$ cat src/rtl/kb_scan.sv
// Keypad row-scan initiator: walks the rows, waits for the debouncer to settle,
// and reports one legend-encoded key per debounced press.
module kb_scan #(
  parameter int BLANK   = 4,
  parameter int TIMEOUT = 150000
) (
  input  logic       clk,
  input  logic       rst,
  input  logic       en,
  output logic [3:0] row_scan,
  input  logic       kb_valid,
  input  logic [3:0] kb_row,
  input  logic [3:0] kb_col,
  input  logic       kb_debounce_ok,
  output logic [3:0] key_code,
  output logic       key_valid,
  output logic       key_err,
  output logic       key_held
);

  localparam int CW = $clog2(((TIMEOUT > BLANK) ? TIMEOUT : BLANK) + 1);
  localparam logic [CW-1:0] BLANK_LAST = CW'(BLANK - 1);
  localparam logic [CW-1:0] TO_LAST    = CW'(TIMEOUT - 1);
  localparam logic [CW-1:0] REL_LAST   = CW'(1);

  typedef enum logic [2:0] {
    S_IDLE, S_BLANK, S_WAIT, S_CHECK, S_HOLD, S_REL, S_ADV
  } state_t;

  state_t        state, state_nxt;
  logic [1:0]    ridx, ridx_nxt;
  logic [CW-1:0] cnt, cnt_nxt;

  logic [3:0] row_scan_nxt, key_code_nxt;
  logic       key_valid_nxt, key_err_nxt, key_held_nxt;
  logic       accept;

  function automatic logic [3:0] encode(input logic [1:0] ri, input logic [3:0] col);
    logic [1:0] ci;
    logic [3:0] code;
    ci = 2'd0;
    case (col)
      4'b1110: ci = 2'd0;
      4'b1101: ci = 2'd1;
      4'b1011: ci = 2'd2;
      4'b0111: ci = 2'd3;
      default: ci = 2'd0;
    endcase
    case ({ri, ci})
      4'h0: code = 4'h1;  4'h1: code = 4'h2;  4'h2: code = 4'h3;  4'h3: code = 4'hA;
      4'h4: code = 4'h4;  4'h5: code = 4'h5;  4'h6: code = 4'h6;  4'h7: code = 4'hB;
      4'h8: code = 4'h7;  4'h9: code = 4'h8;  4'hA: code = 4'h9;  4'hB: code = 4'hC;
      4'hC: code = 4'hE;  4'hD: code = 4'h0;  4'hE: code = 4'hF;  default: code = 4'hD;
    endcase
    return code;
  endfunction

  // A press is only trusted when it is on the driven row and exactly one column is low.
  assign accept = (kb_row == row_scan) && ($countones(~kb_col) == 1);

  always_ff @(posedge clk) begin
    if (rst) begin
      state     <= S_IDLE;
      ridx      <= 2'd0;
      cnt       <= '0;
      row_scan  <= 4'b1111;
      key_code  <= 4'h0;
      key_valid <= 1'b0;
      key_err   <= 1'b0;
      key_held  <= 1'b0;
    end else begin
      state     <= state_nxt;
      ridx      <= ridx_nxt;
      cnt       <= cnt_nxt;
      row_scan  <= row_scan_nxt;
      key_code  <= key_code_nxt;
      key_valid <= key_valid_nxt;
      key_err   <= key_err_nxt;
      key_held  <= key_held_nxt;
    end
  end

  always_comb begin
    state_nxt = state;
    ridx_nxt  = ridx;
    if (!en) begin
      state_nxt = S_IDLE;
    end else begin
      case (state)
        S_IDLE: begin
          state_nxt = S_BLANK;
          ridx_nxt  = 2'd0;
        end
        S_BLANK: if (cnt == BLANK_LAST) state_nxt = S_WAIT;
        S_WAIT: begin
          if (kb_debounce_ok)      state_nxt = S_CHECK;
          else if (cnt == TO_LAST) state_nxt = S_ADV;
        end
        S_CHECK: state_nxt = kb_valid ? S_HOLD : S_ADV;
        S_HOLD:  if (!kb_debounce_ok) state_nxt = S_REL;
        S_REL: begin
          if (kb_valid)                                state_nxt = S_HOLD;
          else if (kb_debounce_ok && cnt == REL_LAST) state_nxt = S_ADV;
        end
        S_ADV: begin
          ridx_nxt  = ridx + 2'd1;
          state_nxt = S_BLANK;
        end
        default: state_nxt = S_IDLE;
      endcase
    end

    // The counter restarts on every state change; in REL it counts consecutive clean cycles.
    cnt_nxt = cnt + CW'(1);
    if (state_nxt != state || state == S_IDLE || state == S_HOLD)
      cnt_nxt = '0;
    else if (state == S_REL && !(kb_debounce_ok && !kb_valid))
      cnt_nxt = '0;
  end

  always_comb begin
    row_scan_nxt  = (state_nxt == S_IDLE) ? 4'b1111 : ~(4'b0001 << ridx_nxt);
    key_valid_nxt = en && (state == S_CHECK) && kb_valid && accept;
    key_err_nxt   = en && (state == S_CHECK) && kb_valid && !accept;
    key_code_nxt  = key_valid_nxt ? encode(ridx, kb_col) : key_code;
    key_held_nxt  = key_held;
    if (!en)
      key_held_nxt = 1'b0;
    else if (state == S_CHECK && kb_valid)
      key_held_nxt = 1'b1;
    else if (state == S_REL && state_nxt == S_ADV)
      key_held_nxt = 1'b0;
  end

endmodule

$ cat config.mk
export PLATFORM = sky130hd
export DESIGN_NAME = kb_scan
export DESIGN_NICKNAME = d
export VERILOG_FILES = /design/src/rtl/kb_scan.sv
export SDC_FILE = /design/constraint.sdc
export NUM_CORES = 1
export LEC_CHECK = 0
export ABC_CLOCK_PERIOD_IN_PS = 5200
export CELL_PAD_IN_SITES_DETAIL_PLACEMENT = 1
export CELL_PAD_IN_SITES_GLOBAL_PLACEMENT = 1
export CORE_MARGIN = 1.5
export CORE_UTILIZATION = 30
export DETAILED_ROUTE_END_ITERATION = 7
export PLACE_DENSITY_LB_ADDON = 0.1
export SLEW_MARGIN = 20
export SYNTH_ARGS = -nofsm -noshare
export SYNTH_HDL_FRONTEND = slang
export SYNTH_SLANG_ARGS = --single-unit
$ cat constraint.sdc
create_clock -name clk -period 5.2 [get_ports clk]
set_clock_uncertainty 0.05 [all_clocks]
set_input_delay 1.04 -clock clk [delete_from_list [all_inputs] [get_ports clk]]
set_output_delay 1.04 -clock clk [all_outputs]
set_load 0.02 [all_outputs]
**Word level (Yosys, flattened, before mapping)**

Memory sizes are Yosys's and may differ from the RTL's. A register that Yosys moved wholly into a read port is not among the register bits.
Index checks and enable logic that the tools add are counted.

- Bits of input ports: 13
- Logic and storage cells: 69
- Memories: 1
- Output and inout bits: 11
- Memory bits (read-only): 64
- Flip-flop bits (word level): 30

- $add $sub $neg: 5
- Shift operators: 1
- Reductions and logical operators: 22
- Bitwise logic cells: 3
- Equality and inequality tests: 16
- Multiplexer cells: 14

Memory list:

| memory | words | width | read ports | clocked after Yosys merged registers in | write ports | RTL line | source |
|---|---|---|---|---|---|---|---|
| (name not given) | 16 | 4 | 1 | 1 | 0 | 49 | `case ({ri, ci})` |

Operator list:

| cell | count |
|---|---|
| 2-to-1 mux 3 bit | 7 |
| adder 18 x 1 -> 18 bit (second input constant) | 1 |
| == test 18 x 1 -> 1 bit (second input constant) | 1 |
| == test 18 bit (second input constant) | 1 |
| == test 18 x 2 -> 1 bit (second input constant) | 1 |
| one-hot mux 3 bit (6 select lines) | 1 |
| == test 3 bit (second input constant) | 4 |
| logical AND 1 bit | 10 |
| == test 4 bit (second input constant) | 2 |
| NOT 4 bit | 2 |
| == test 3 x 1 -> 1 bit (second input constant) | 2 |
| == test 3 x 2 -> 1 bit (second input constant) | 2 |
| logical NOT 3 bit | 2 |
| one-hot mux 2 bit (3 select lines) | 1 |
| OR reduction 2 bit | 3 |
| adder 1 x 1 -> 2 bit | 2 |
| == test 4 x 3 -> 1 bit (second input constant) | 1 |
| == test 4 bit | 1 |
| 2-to-1 mux 2 bit | 2 |
| one-hot mux 2 bit (2 select lines) | 1 |
| left shift 1 x 2 -> 4 bit (first input constant) | 1 |
| adder 2 x 2 -> 3 bit | 1 |
| logical NOT 1 bit | 3 |
| != test 3 bit | 1 |
| 6 further kinds | 8 |

**Logic depth before layout (Yosys ltp)**

Gate-level depths: netlist of run 1.

- Depth in word-level cells: 10
- Mapped depth: 10
- Mapped depth without buffers: 10

**Worst setup path before layout of run 1**

No wires, ideal clock.

- Path type: input -> register
- From: in kb_col[0]
- To: reg key_code[1]
- Buffers on the path: 1
- Setup slack: 2.081 ns
- Stages on the path: 10
- Arrival time: 2.955 ns
- Required time: 5.036 ns
- Library setup time: 0.114 ns
- Path through: fa_1 -> inv_1 -> ha_1 -> ha_1 -> nor3_1 -> and3_1 -> and3_1 -> clkbuf_1 -> mux2i_1 -> nor2_1

- Cells in the longest elaborated chain, start to end: 6

RTL lines:

| item | RTL line | source |
|---|---|---|
| start, declared | 13 | `input logic [3:0] kb_col,` |
| NOT 4 bit | 59 | `assign accept = (kb_row == row_scan) && ($countones(~kb_col) == 1);` |
| adder 1 x 1 -> 2 bit (not written as such) | 59 |  |
| adder 2 x 2 -> 3 bit (not written as such) | 59 |  |
| == test 3 x 1 -> 1 bit | 59 |  |
| logical AND 1 bit | 59 |  |
| logical AND 1 bit | 123 | `key_valid_nxt = en && (state == S_CHECK) && kb_valid && accept;` |
| end, declared | 15 | `output logic [3:0] key_code,` |

Parallel ways exist; a longest one is shown, timed or not.
A chain may end at the register's enable or synchronous reset.

**Final worst setup path of run 1**

Same ends and word-level chain as after synthesis.

==> results of run 1 <==
-- layout make-up --
cell class	count	area (sq um)
Inverter	12	45.0
Sequential cell	34	681
Tap cell	96	120
Fill cell	829	4370
Clock buffer	7	76.3
Multi-Input combinational cell	187	1340
Timing Repair Buffer	24	238
-- placed cells by master, fill, tap and decap left out, drive strengths merged, types with 2 or more instances in the layout --
| cell | n |
|---|---|
| clkbuf | 7 |
| clkdlybuf4s50 | 23 |
| a211oi | 4 |
| o21ai | 5 |
| a21oi | 8 |
| nor2 | 19 |
| nor2b | 5 |
| inv | 12 |
| o211ai | 2 |
| ha | 11 |
| a31oi | 2 |
| xnor2 | 5 |
| dfxtp | 34 |
| and4 | 2 |
| and3 | 8 |
| nor4 | 4 |
| and2 | 5 |
| nand3 | 14 |
| and2b | 3 |
| nand2b | 7 |
| mux2i | 6 |
| nand2 | 16 |
| nand4 | 2 |
| nor3 | 26 |
| xor2 | 17 |
-- through the flow --
stage | hold WS [ns] | total power, mW
2_1_floorplan | 0.408 | 0.315
3_3_place_gp | 0.414 | 0.336
3_5_place_dp | 0.419 | 0.337
4_1_cts | 0.432 | 0.530
5_1_grt | 0.461 | 0.544
6_report | 0.429 | 0.519
-- layer usage --
| layer | vias up | wire, um | part of all wire |
|---|---|---|---|
| met5 | - | 0 | 0 |
| met4 | 0 | 36 | 0.0072 |
| met3 | 4 | 102 | 0.020 |
| met2 | 17 | 2180 | 0.44 |
| met1 | 852 | 2670 | 0.53 |
| li1 | 894 | - | - |
-- state kept, by name, indices dropped and copies added, names as in the netlist --
register   cells
row_scan       4
key_code       4
key_valid      1
state          3
key_held       1
key_err        1
cnt           18
ridx           2
-- final timing paths --
path | to | cells past startpoint | slack, ns | startpoint
max | key_code[1] | 10 | 1.78 | kb_col[0]
max reg2reg | cnt[3] | 6 | 2.54 | state[1]
min | key_code[0] | 2 | 0.43 | key_code[0]
min reg2reg | key_code[0] | 2 | 0.43 | key_code[0]
-- report_power, final --
group / internal [mW] / leakage, nW / switching (mW)
clock: 0.0923 / 0.0383 / 0.0969
combinational: 0.0264 / 0.556 / 0.0386
sequential: 0.262 / 0.274 / 0.00274
total: 0.381 / 0.868 / 0.138
-- synthesized netlist by cell type, types with 5 or more instances --
library cell and count:
dfxtp_1 34, nor2_1 19, xor2_1 17, nand2_1 16, nor3_1 16, nand3_1 14
inv_1 12, ha_1 11, nor3_2 10, a21oi_1 8, and3_1 7, nand2b_1 7
mux2i_1 6, nor2b_1 5
-- kinds of logic after synthesis --
| logic type | after synthesis | synth area share |
|---|---|---|
| simple gates | 114 | 0.304 |
| flops | 34 | 0.316 |
| compound gates | 31 | 0.106 |
| buf+inv | 25 | 0.0628 |
| xor+xnor | 22 | 0.0931 |
| fa+ha+maj | 12 | 0.0733 |
| mux | 8 | 0.0436 |
-- tightest hold or removal path, cell delays in order, from the launching register on --
cell and delay, ns:
dfxtp_1 0.31, nand2b_1 0.07, a21oi_1 0.06
==> impl_metrics.toml, run 1 <==
[cts]
h-tree-depth = 2
postCtsHoldBufs = 0
clk_path_buf_depth = 2
clockRootBuffer = "clkbuf_8"
clkSlewWorstSetupHoldPaths_ns = 0.07
cts-resized-gates = 0
cts_tree = "yes"
numCtsBuffers = 5
insertion_delay_ns = 0.28
cts_num_sinks = 34
post_cts_buffers = 0

[global_routing]
overflow = 0
met1_usage = 0.208
grt_use_met2 = 0.220
antenna_found_initial = 0
top_usage_layer = "met2"
grt_use_total = 0.145
use_met3 = 0.0264
grt_max_degree = 26
grt_pass1_vias = 1751
grt_first_pass_wirelength_um = 8730

[routing]
wl_um = 4990
vias = 1767
drc = 0
wl_per_cell_um = 13.9
drtIter0Drc = 79
ant_nets = 0
vias_per_cell = 4.91
firstDrtPassIters = 3

[synthesis]
syn_inst = 246
ys_warn_count = 0
synth.distinct_cells = 50
async_flop_share = 0
synthTopCellsByArea = "dfxtp_1 (32%), xor2_1 (6.9%), ha_1 (6.4%)"
syn-num-nets = 271
yosys.area.top_type_share = 0.316
ys_ff_latch = 34
avgSynthCellArea_sq_um = 8.74
synth_ff_type = "dfxtp_1"
synth_top_area_cell = "dfxtp_1"
netlist_area_sq_um = 2150
ys_seq_area_frac = 0.316
synth-edff-count = 0

[power_and_ir_drop]
p_leak_nw = 0.868
peakVddDrop_mv = 0.101
pwr_density_cell_nw_per_um2 = 208

[timing]
relSlewSlack = 0.459
timing.fmax_ghz = 0.292
min_period_ns = 3.42
worst_slack_ns = 1.78
setup_viol = 0
setup_tns_ns = 0
finalMaxSlewViolations = 0
finalHoldViolCount = 0
rsz0062_at_grt = "false"
tightest_slew_ns = 0.811
finalCritPeriodShare = 0.658

[worst_setup_path]
crit_chain = "clkdlybuf4s50_1, fa_1, inv_1, ha_1, ha_1, nor3_1, and3_1, and3_1, mux2i_1, nor2_1"
arrival_ns = 3.54
path_class = "in -> reg"
path_max_fanout = 8
startpoint_type = "primary input"
critPathBufInv = 2
end_kind = "flip-flop"
crit_required_ns = 5.31
path_delay_family = "adder cells"
cp_slowest_cell = "fa_1"
max_stage_delay_ns = 0.55

[placement]
post_dp_cell_area_sq_um = 2420
dp_cells = 353
routabilityCongestion = 0.705
dp_hpwl_um = 3640
port_buffers = 23
place_ws_ns = 1.46

[flow_run]
cap_violations = 0

[layout]
n_antenna_cell = 0
layout.nets = 289
drive_gt1_frac = 0.106
syn2layout_area_growth_pct = 16.0
final_util = 0.363
fin_cells = 360
final_area_sq_um = 2490

[min_path]
min_path_type = "reg -> reg"

[outcome]
status = "complete, no violations"

[die]
placementRows = 30
die_width_um = 87.7
start_util = 0.313
die_h_um = 87.7
dieArea_sq_um = 7690
ios = 24
core_area_sq_um = 6870
Power figures use the tool's default switching activity.
==> inputs of run 2 (changes only) <==
Settings changed: ABC_CLOCK_PERIOD_IN_PS 5200 to 2900.
Clock period 5.2 ns to 2.9 ns, I/O delays scaled along.
==> impl_metrics.toml, run 2 (same netlist as run 1, synthesis figures left out) <==
[global_routing]
antenna_found_initial = 0
grt_max_degree = 19
overflow = 0
grt_first_pass_wirelength_um = 8620
grt_pass1_vias = 1801
grt_use_total = 0.143

[power_and_ir_drop]
p_leak_nw = 0.962
pwr_density_cell_nw_per_um2 = 370
peakVddDrop_mv = 0.214

[layout]
layout.nets = 302
largest_reg_flops = 18
final_util = 0.386
largestRegisters = "cnt (18), key_code (4), row_scan (4)"
most-common-layout-cells = "dfxtp_1 (34), clkdlybuf4s50_1 (22), nor2_1 (19)"
final_area_sq_um = 2650
syn2layout_area_growth_pct = 23.2
drive_gt1_frac = 0.165
top_register = "cnt"
n_antenna_cell = 0
final_common_cell = "dfxtp_1"

[routing]
firstDrtPassIters = 4
m1WireLength_um = 2590
top_layer = "met4"
vias_per_cell = 4.86
dr_wl_met2_um = 2280
vias = 1818
drc = 0
drtIter0Drc = 33
wl_um = 5050
wl_met3_um = 115
wl_per_cell_um = 13.5
ant_nets = 0

[timing]
tightest_slew_ns = 0.443
relSlewSlack = 0.704
setup_tns_ns = 0
finalHoldViolCount = 0
min_period_ns = 2.75
finalCritPeriodShare = 0.949
finalMaxSlewViolations = 0
rsz0062_at_grt = "false"
timing.fmax_ghz = 0.364
setup_viol = 0

[die]
start_util = 0.313
core_area_sq_um = 6870
die_h_um = 87.7
ios = 24
placementRows = 30
dieArea_sq_um = 7690
die_width_um = 87.7

[placement]
post_dp_cell_area_sq_um = 2540
port_buffers = 23
routabilityCongestion = 0.718
dp_hpwl_um = 3820

[cts]
post_cts_buffers = 0
cts_tree = "yes"
insertion_delay_ns = 0.28
numCtsBuffers = 5
cts_num_sinks = 34
clk_path_buf_depth = 2
clkSlewWorstSetupHoldPaths_ns = 0.07
clockRootBuffer = "clkbuf_8"
h-tree-depth = 2

[min_path]
min_path_type = "reg -> reg"

[worst_setup_path]
path_class = "in -> reg"
end_kind = "flip-flop"
startpoint_type = "primary input"
path_max_fanout = 8
arrival_ns = 2.90
crit_required_ns = 3.04

[outcome]
status = "complete, no violations"

[flow_run]
cap_violations = 0
==> run 2: changes by cell type in the layout (fill, tap and decap cells not counted), sizes merged <==
cell,previous run,this run
buf,1,14
clkdlybuf4s50,23,22
clkinv,0,1
dlymetal6s2s,0,1
==> run 2: layout make-up <==
cell class,instances,area [sq um]
clock buffers,7,86.3
clock inverters,1,5.00
fillers,807,4220
inverters,12,45.0
multi-input cells,187,1350
flip-flops and latches,34,681
well taps,96,120
repair buffers,37,363
==> run 2: worst paths after layout <==
path | cells past startpoint | end | startpoint | slack [ns]
max | 10 | key_code[3] | kb_col[1] | 0.15
min | 1 | cnt[0] | cnt[0] | 0.44
max reg2reg | 7 | cnt[8] | state[0] | 0.65
min reg2reg | 1 | cnt[0] | cnt[0] | 0.44
==> run 2: routing by layer <==
metal	GRT usage	up-vias
li1	-	917
met3	0.0311	6
met4	0.0404	0
met5	0	-
met1	0.197	875
met2	0.226	20
==> run 2: repair_timing <==
action | in CTS | in global routing
resized for setup | 1 | 4
pin swaps | 0 | 3
hold buffers | 0 | 0
setup endpoints to repair | 3 | 4
==> run 2: critical path, stage by stage <==
cell and delay, ns:
clkdlybuf4s50_1 0.44, fa_1 0.52, inv_1 0.04, ha_1 0.17, ha_1 0.28, nor3_2 0.16, and3_1 0.19, and3_4 0.24
nor2_1 0.05, a211oi_1 0.21
==> run 2: power by group <==
| group | leakage, nW | internal [mW] | total, mW | switching [mW] |
|---|---|---|---|---|
| clock | 0.0482 | 0.192 | 0.366 | 0.174 |
| sequential | 0.274 | 0.469 | 0.475 | 0.00524 |
| combinational | 0.640 | 0.0662 | 0.140 | 0.0743 |
| total | 0.962 | 0.727 | 0.981 | 0.254 |
==> run 2: stage by stage <==
stage	instances	setup slack [ns]	hold WS, ns	total power, mW
after floorplan	246	0.241	0.408	0.565
after global placement	366	-0.230	0.408	0.624
after detailed placement	366	-0.318	0.429	0.627
after CTS	374	0.0516	0.441	0.998
after global routing	374	0.00405	0.476	1.03
final	374	0.149	0.444	0.981
==> inputs of run 3 (changes only) <==
Settings changed: SLEW_MARGIN 20 to 15.
==> results of run 3 <==
The final DEF is identical to that of run 2; final timing and power are the same.
